$ cat src/rtl/map_access_arbiter.sv
// Map RAM owner: sequences border-wall initialisation, then shares the single RAM port
// between the VGA tile fetch (priority while busy) and two round-robin game requesters.
module map_access_arbiter #(
  parameter int MAP_W  = 64,
  parameter int MAP_H  = 44,
  parameter int ADDR_W = 12
) (
  input  logic              clk,
  input  logic              rst,
  input  logic              i_clear,
  output logic              o_init_done,
  input  logic              i_vga_busy,
  input  logic [5:0]        i_vga_x,
  input  logic [5:0]        i_vga_y,
  output logic              o_vga_is_wall,
  input  logic              i_p1_valid,
  input  logic              i_p1_we,
  input  logic [5:0]        i_p1_x,
  input  logic [5:0]        i_p1_y,
  input  logic [1:0]        i_p1_wdata,
  output logic              o_p1_ready,
  output logic              o_p1_rvalid,
  output logic [1:0]        o_p1_rdata,
  input  logic              i_p2_valid,
  input  logic              i_p2_we,
  input  logic [5:0]        i_p2_x,
  input  logic [5:0]        i_p2_y,
  input  logic [1:0]        i_p2_wdata,
  output logic              o_p2_ready,
  output logic              o_p2_rvalid,
  output logic [1:0]        o_p2_rdata,
  output logic [ADDR_W-1:0] o_mem_addr,
  output logic              o_mem_we,
  output logic [1:0]        o_mem_wdata,
  input  logic [1:0]        i_mem_rdata
);

  typedef enum logic [0:0] {
    S_INIT = 1'b0,
    S_RUN  = 1'b1
  } state_t;

  localparam logic [5:0]        X_LAST    = 6'(MAP_W - 1);
  localparam logic [5:0]        Y_LAST    = 6'(MAP_H - 1);
  localparam logic [5:0]        Y_LIMIT   = 6'(MAP_H);
  localparam logic [ADDR_W-1:0] ADDR_LAST = {ADDR_W{1'b1}};
  localparam logic [1:0]        CELL_EMPTY = 2'b00;
  localparam logic [1:0]        CELL_WALL  = 2'b01;

  state_t              state_r;
  state_t              state_s;
  logic [ADDR_W-1:0]   init_addr_r;
  logic                init_done_r;
  logic                vga_is_wall_r;
  logic                vga_pend_r;
  logic                last_p2_r;
  logic                p1_rv_r;
  logic                p2_rv_r;
  logic                p1_oor_r;
  logic                p2_oor_r;

  logic                grant_ok_s;
  logic                p1_gnt_s;
  logic                p2_gnt_s;
  logic                p1_oor_s;
  logic                p2_oor_s;
  logic [ADDR_W-1:0]   mem_addr_s;
  logic                mem_we_s;
  logic [1:0]          mem_wdata_s;

  // Initial terrain: walls on the playfield border, rows beyond the playfield left empty.
  function automatic logic [1:0] init_cell(input logic [ADDR_W-1:0] addr);
    logic [5:0] cx;
    logic [5:0] cy;
    cx = addr[5:0];
    cy = addr[11:6];
    if ((cy < Y_LIMIT) && ((cx == 6'd0) || (cx == X_LAST) || (cy == 6'd0) || (cy == Y_LAST))) begin
      return CELL_WALL;
    end else begin
      return CELL_EMPTY;
    end
  endfunction

  assign p1_oor_s   = (i_p1_y >= Y_LIMIT);
  assign p2_oor_s   = (i_p2_y >= Y_LIMIT);
  assign grant_ok_s = (state_r == S_RUN) && !i_vga_busy && !rst;

  // Next state, game grant selection and RAM port mux.
  always_comb begin
    state_s     = state_r;
    p1_gnt_s    = 1'b0;
    p2_gnt_s    = 1'b0;
    mem_addr_s  = {ADDR_W{1'b0}};
    mem_we_s    = 1'b0;
    mem_wdata_s = CELL_EMPTY;

    if (grant_ok_s) begin
      if (i_p1_valid && i_p2_valid) begin
        p1_gnt_s = last_p2_r;
        p2_gnt_s = !last_p2_r;
      end else begin
        p1_gnt_s = i_p1_valid;
        p2_gnt_s = i_p2_valid;
      end
    end else begin
      p1_gnt_s = 1'b0;
      p2_gnt_s = 1'b0;
    end

    case (state_r)
      S_INIT: begin
        mem_addr_s  = init_addr_r;
        mem_we_s    = !rst;
        mem_wdata_s = init_cell(init_addr_r);
        if ((init_addr_r == ADDR_LAST) && !i_clear) begin
          state_s = S_RUN;
        end else begin
          state_s = S_INIT;
        end
      end
      S_RUN: begin
        if (i_clear) begin
          state_s = S_INIT;
        end else begin
          state_s = S_RUN;
        end
        // Out-of-range writes are acknowledged but never reach the RAM.
        if (i_vga_busy) begin
          mem_addr_s = {i_vga_y, i_vga_x};
        end else if (p1_gnt_s) begin
          mem_addr_s  = {i_p1_y, i_p1_x};
          mem_we_s    = i_p1_we && !p1_oor_s;
          mem_wdata_s = i_p1_wdata;
        end else if (p2_gnt_s) begin
          mem_addr_s  = {i_p2_y, i_p2_x};
          mem_we_s    = i_p2_we && !p2_oor_s;
          mem_wdata_s = i_p2_wdata;
        end else begin
          mem_addr_s = {ADDR_W{1'b0}};
        end
      end
      default: begin
        state_s = S_INIT;
      end
    endcase
  end

  // Control state, init sequencer, round-robin pointer and read-return pipeline.
  always_ff @(posedge clk) begin
    if (rst) begin
      state_r     <= S_INIT;
      init_addr_r <= {ADDR_W{1'b0}};
      init_done_r <= 1'b0;
      last_p2_r   <= 1'b1;
      p1_rv_r     <= 1'b0;
      p2_rv_r     <= 1'b0;
      p1_oor_r    <= 1'b0;
      p2_oor_r    <= 1'b0;
      vga_pend_r  <= 1'b0;
    end else begin
      state_r     <= state_s;
      init_done_r <= (state_s == S_RUN);
      if (i_clear) begin
        init_addr_r <= {ADDR_W{1'b0}};
      end else if (state_r == S_INIT) begin
        init_addr_r <= init_addr_r + {{(ADDR_W-1){1'b0}}, 1'b1};
      end else begin
        init_addr_r <= init_addr_r;
      end
      if (p1_gnt_s) begin
        last_p2_r <= 1'b0;
      end else if (p2_gnt_s) begin
        last_p2_r <= 1'b1;
      end else begin
        last_p2_r <= last_p2_r;
      end
      p1_rv_r    <= p1_gnt_s && !i_p1_we;
      p2_rv_r    <= p2_gnt_s && !i_p2_we;
      p1_oor_r   <= p1_oor_s;
      p2_oor_r   <= p2_oor_s;
      vga_pend_r <= (state_r == S_RUN) && i_vga_busy;
    end
  end

  // Wall flag captures the RAM word one cycle after a VGA address was driven.
  always_ff @(posedge clk) begin
    if (rst) begin
      vga_is_wall_r <= 1'b0;
    end else if (state_s == S_INIT) begin
      vga_is_wall_r <= 1'b0;
    end else if (vga_pend_r) begin
      vga_is_wall_r <= (i_mem_rdata == CELL_WALL);
    end else begin
      vga_is_wall_r <= vga_is_wall_r;
    end
  end

  assign o_init_done   = init_done_r;
  assign o_vga_is_wall = vga_is_wall_r;
  assign o_p1_ready    = p1_gnt_s;
  assign o_p2_ready    = p2_gnt_s;
  assign o_p1_rvalid   = p1_rv_r;
  assign o_p2_rvalid   = p2_rv_r;
  assign o_p1_rdata    = (p1_rv_r && !p1_oor_r) ? i_mem_rdata : CELL_EMPTY;
  assign o_p2_rdata    = (p2_rv_r && !p2_oor_r) ? i_mem_rdata : CELL_EMPTY;
  assign o_mem_addr    = mem_addr_s;
  assign o_mem_we      = mem_we_s;
  assign o_mem_wdata   = mem_wdata_s;

endmodule

$ cat config.mk
export PLATFORM = sky130hd
export DESIGN_NAME = map_access_arbiter
export DESIGN_NICKNAME = d
export VERILOG_FILES = /design/src/rtl/map_access_arbiter.sv
export SDC_FILE = /design/constraint.sdc
export NUM_CORES = 1
export LEC_CHECK = 0
export ABC_AREA = 1
export CORE_ASPECT_RATIO = 0.7
export CORE_MARGIN = 3
export CORE_UTILIZATION = 23
export CTS_CLUSTER_DIAMETER = 200
export DETAILED_ROUTE_END_ITERATION = 7
export GPL_ROUTABILITY_DRIVEN = 0
export PLACE_DENSITY = 0.48
export SETUP_SLACK_MARGIN = 0.05
export SLEW_MARGIN = 40
export SYNTH_ARGS = -nofsm -noshare
export SYNTH_HDL_FRONTEND = slang
export SYNTH_SLANG_ARGS = --single-unit
$ cat constraint.sdc
create_clock -name clk -period 3.3 [get_ports clk]
set_input_delay 0.66 -clock clk [delete_from_list [all_inputs] [get_ports clk]]
set_output_delay 0.66 -clock clk [all_outputs]
set_load 0.05 [all_outputs]
==> impl_metrics.yaml <==
drt:
  ant_nets: 0
  wl_per_cell_um: 13.0
  vias: 1687
  drtIter0Drc: 89
  viasPerCell: 4.36
  wl_um: 5010
  drc_errors: 0
  drt_first_pass_iters: 4
clock_network:
  cts_max_level: 1
  cts_max_path_buffers: 2
  tritoncts: "yes"
  cts_setup_buffers: 0
  root_buffer: "clkbuf_8"
  cts_made_buffers: 3
  hold_buffers: 0
  clock_latency_ns: 0.26
  post_cts_resized: 0
  path_clk_slew_ns: 0.07
  cts_sinks: 20
die:
  row_count: 23
  die_h_um: 73.6
  start_util: 0.250
  die_x_um: 103
  ios: 75
  die_area_um2: 7550
  core-area_um2: 6010
logic_synthesis:
  synth_area_um2: 1500
  synthTopCellsByCount: "nand2_1 (83), inv_1 (30), nor2_1 (22), dfxtp_1 (20), a21oi_1 (11)"
  synth-seq-cells: 20
  yosys-mux-area-fraction: 0
  yosys_warnings: 0
  synth_cell_type_count: 26
  synthXorXnorAreaFrac: 0.00583
  synth_compound_area_frac: 0.0708
  yosysTopAreaCellShare: 0.267
  ys.flop_type: "dfxtp_1"
  synth_adder_area_share: 0.0167
  synth_top_family_by_area: "simple AND/OR/NAND/NOR gates"
  yosysMostFrequentCell: "nand2_1"
  async_reset_ff_frac: 0
  synth_edf_count: 0
  synth_top_cell_by_area: "dfxtp_1"
  syn_nets: 291
  netlist_top_cells_area: "dfxtp_1 (27%), nand2_1 (21%), inv_1 (7.5%)"
  syn_inst: 239
  synth-simple-area-share: 0.503
  seq_area_frac_synth: 0.267
  avgSynthCellArea_um2: 6.28
finish:
  nets: 366
  layout-drive-gt1-share: 0.179
  n_antenna_cell: 0
  syn2layout_area_growth_pct: 66.8
  finalNonFillerCells: 387
  nFillCells: 632
status:
  status: "completed"
sta:
  maxSlewViolCount: 0
  finalSetupViolCount: 0
  fin_tns_setup_ns: 0
  final-hold-violation-count: 0
  worst_pin_slew_ns: 0.524
  fin_crit_ns: 2.82
  fin_skew_ns: 0.00580
  rsz0062_at_grt: "false"
  timing.fmax_ghz: 0.355
  fin_crit_sh: 0.854
  max_slew_margin: 0.650
hold_path:
  hp-class: "reg -> reg"
  worstHoldStart: "init_addr_r[3]"
  hold_path_end: "init_addr_r[3]"
  hold_depth: 2
global_route:
  grt_pass1_wl_um: 8110
  gr-total-overflow: 0
  grt_max_degree: 18
  antenna_found_initial: 0
  grt_pass1_vias: 1575
  grt.total_usage: 0.136
worst_setup_path:
  crit_path_end_kind: "output pin"
  reg2reg_to: "init_addr_r[9]"
  arrival_ns: 2.16
  cpPeakStageDelay_ns: 0.83
  slowest_stage: "clkdlybuf4s50_1"
  r2r-start: "o_init_done"
  crit_start: "i_mem_rdata[0]"
  r2r_cells: 7
  crit_top_cell: "clkdlybuf4s50_1"
  crit_type: "in -> out"
  critPathMaxFanout: 3
  worst_ep_required_time_ns: 2.64
  r2r_slack_ns: 1.83
  worst_setup_path_start_kind: "primary input"
  crit_chain: "clkdlybuf4s50_1, inv_1, nor3_1, clkdlybuf4s50_1"
power:
  p_leak_uw: 0.000999
  cellPowerDensity_nw_per_um2: 201
  ir_worst_vdd_uv: 117
  finalPower_uw: 504
placement:
  portBuffers: 74
  dp_hpwl_um: 4120
  placed_cells: 384
job:
  max_cap_violations: 0
## placed cells by master (no fill, tap or decap)
cell type,count
a21boi_0,1
a21oi_1,11
a21oi_2,1
buf_12,17
buf_4,3
clkbuf_8,3
clkdlybuf4s50_1,57
dfxtp_1,20
ha_1,2
inv_1,30
inv_2,5
inv_6,1
nand2_1,83
nand2_2,9
nand2_4,1
nand3_1,9
nand3_2,1
nand3_4,1
nand4_1,8
nand4_2,7
nor2_1,22
nor2_2,4
nor2_4,3
nor3_1,5
o21ai_0,7
xor2_1,1
## kinds of logic (layout without fill, tap and decap cells)
kind of cell / Yosys count / after routing
xor gates and xnor gates: 1 / 1
buffers and inverters: 43 / 116
adders and majority gates: 2 / 2
and+or+nand+nor: 153 / 153
AOI/OAI and AO/OA: 20 / 20
DFF: 20 / 20
## state kept, by name (all words and copies together), names as in the netlist
name	flops
init_addr_r	12
last_p2_r	1
o_init_done	1
o_p1_rvalid	1
o_p2_rvalid	1
o_vga_is_wall	1
p1_oor_r	1
p2_oor_r	1
vga_pend_r	1
## cell type report
type / instances / area, um2 / area share
Multi-Input combinational cell: 176 / 896 / 0.358
Timing Repair Buffer: 77 / 933 / 0.373
Sequential cell: 20 / 400 / 0.160
Inverter: 36 / 140 / 0.0559
Clock buffer: 3 / 41.3 / 0.0165
Tap cell: 75 / 93.8 / 0.0375
## worst max-delay path by stage
stage               slack [ns]  cells after the start             to
floorplan                 0.82                      2  o_p2_rdata[0]
global route              0.40                      4  o_p1_rdata[0]
CTS                       0.47                      4  o_p1_rdata[0]
detailed placement        0.48                      4  o_p1_rdata[0]
global placement          0.48                      4  o_p1_rdata[0]
finish                    0.48                      4  o_p1_rdata[0]
## per-layer routing
| metal | GRT usage | vias up | wire length, um |
|---|---|---|---|
| met5 | 0 | - | 0 |
| met4 | 0.0131 | 0 | 0 |
| met3 | 0.0351 | 0 | 425 |
| met2 | 0.185 | 59 | 1880 |
| met1 | 0.218 | 733 | 2700 |
| li1 | - | 895 | - |
## worst max-delay path: cells and delay by family
kind / cells / cell delay, ns
buffers and inverters: 3 / 1.33
AND/OR/NAND/NOR: 1 / 0.17
## per-stage QoR
stage           util  hold slack [ns]  setup slack, ns  area, um2
3_3_place_gp   0.410            0.482            0.477       2460
6_report       0.416            0.501            0.481       2500
2_1_floorplan      -            0.455            0.817       1500
5_1_grt        0.416            0.557            0.398       2500
4_1_cts        0.416            0.500            0.475       2500
3_5_place_dp   0.410            0.487            0.476       2460
## power breakdown
part / total [uW] / switching, uW / internal [uW]
registers: 246 / 1.92 / 244
clock network: 158 / 76.7 / 81.2
logic: 100 / 34.8 / 65.4
(Power assumes the default switching activity.)
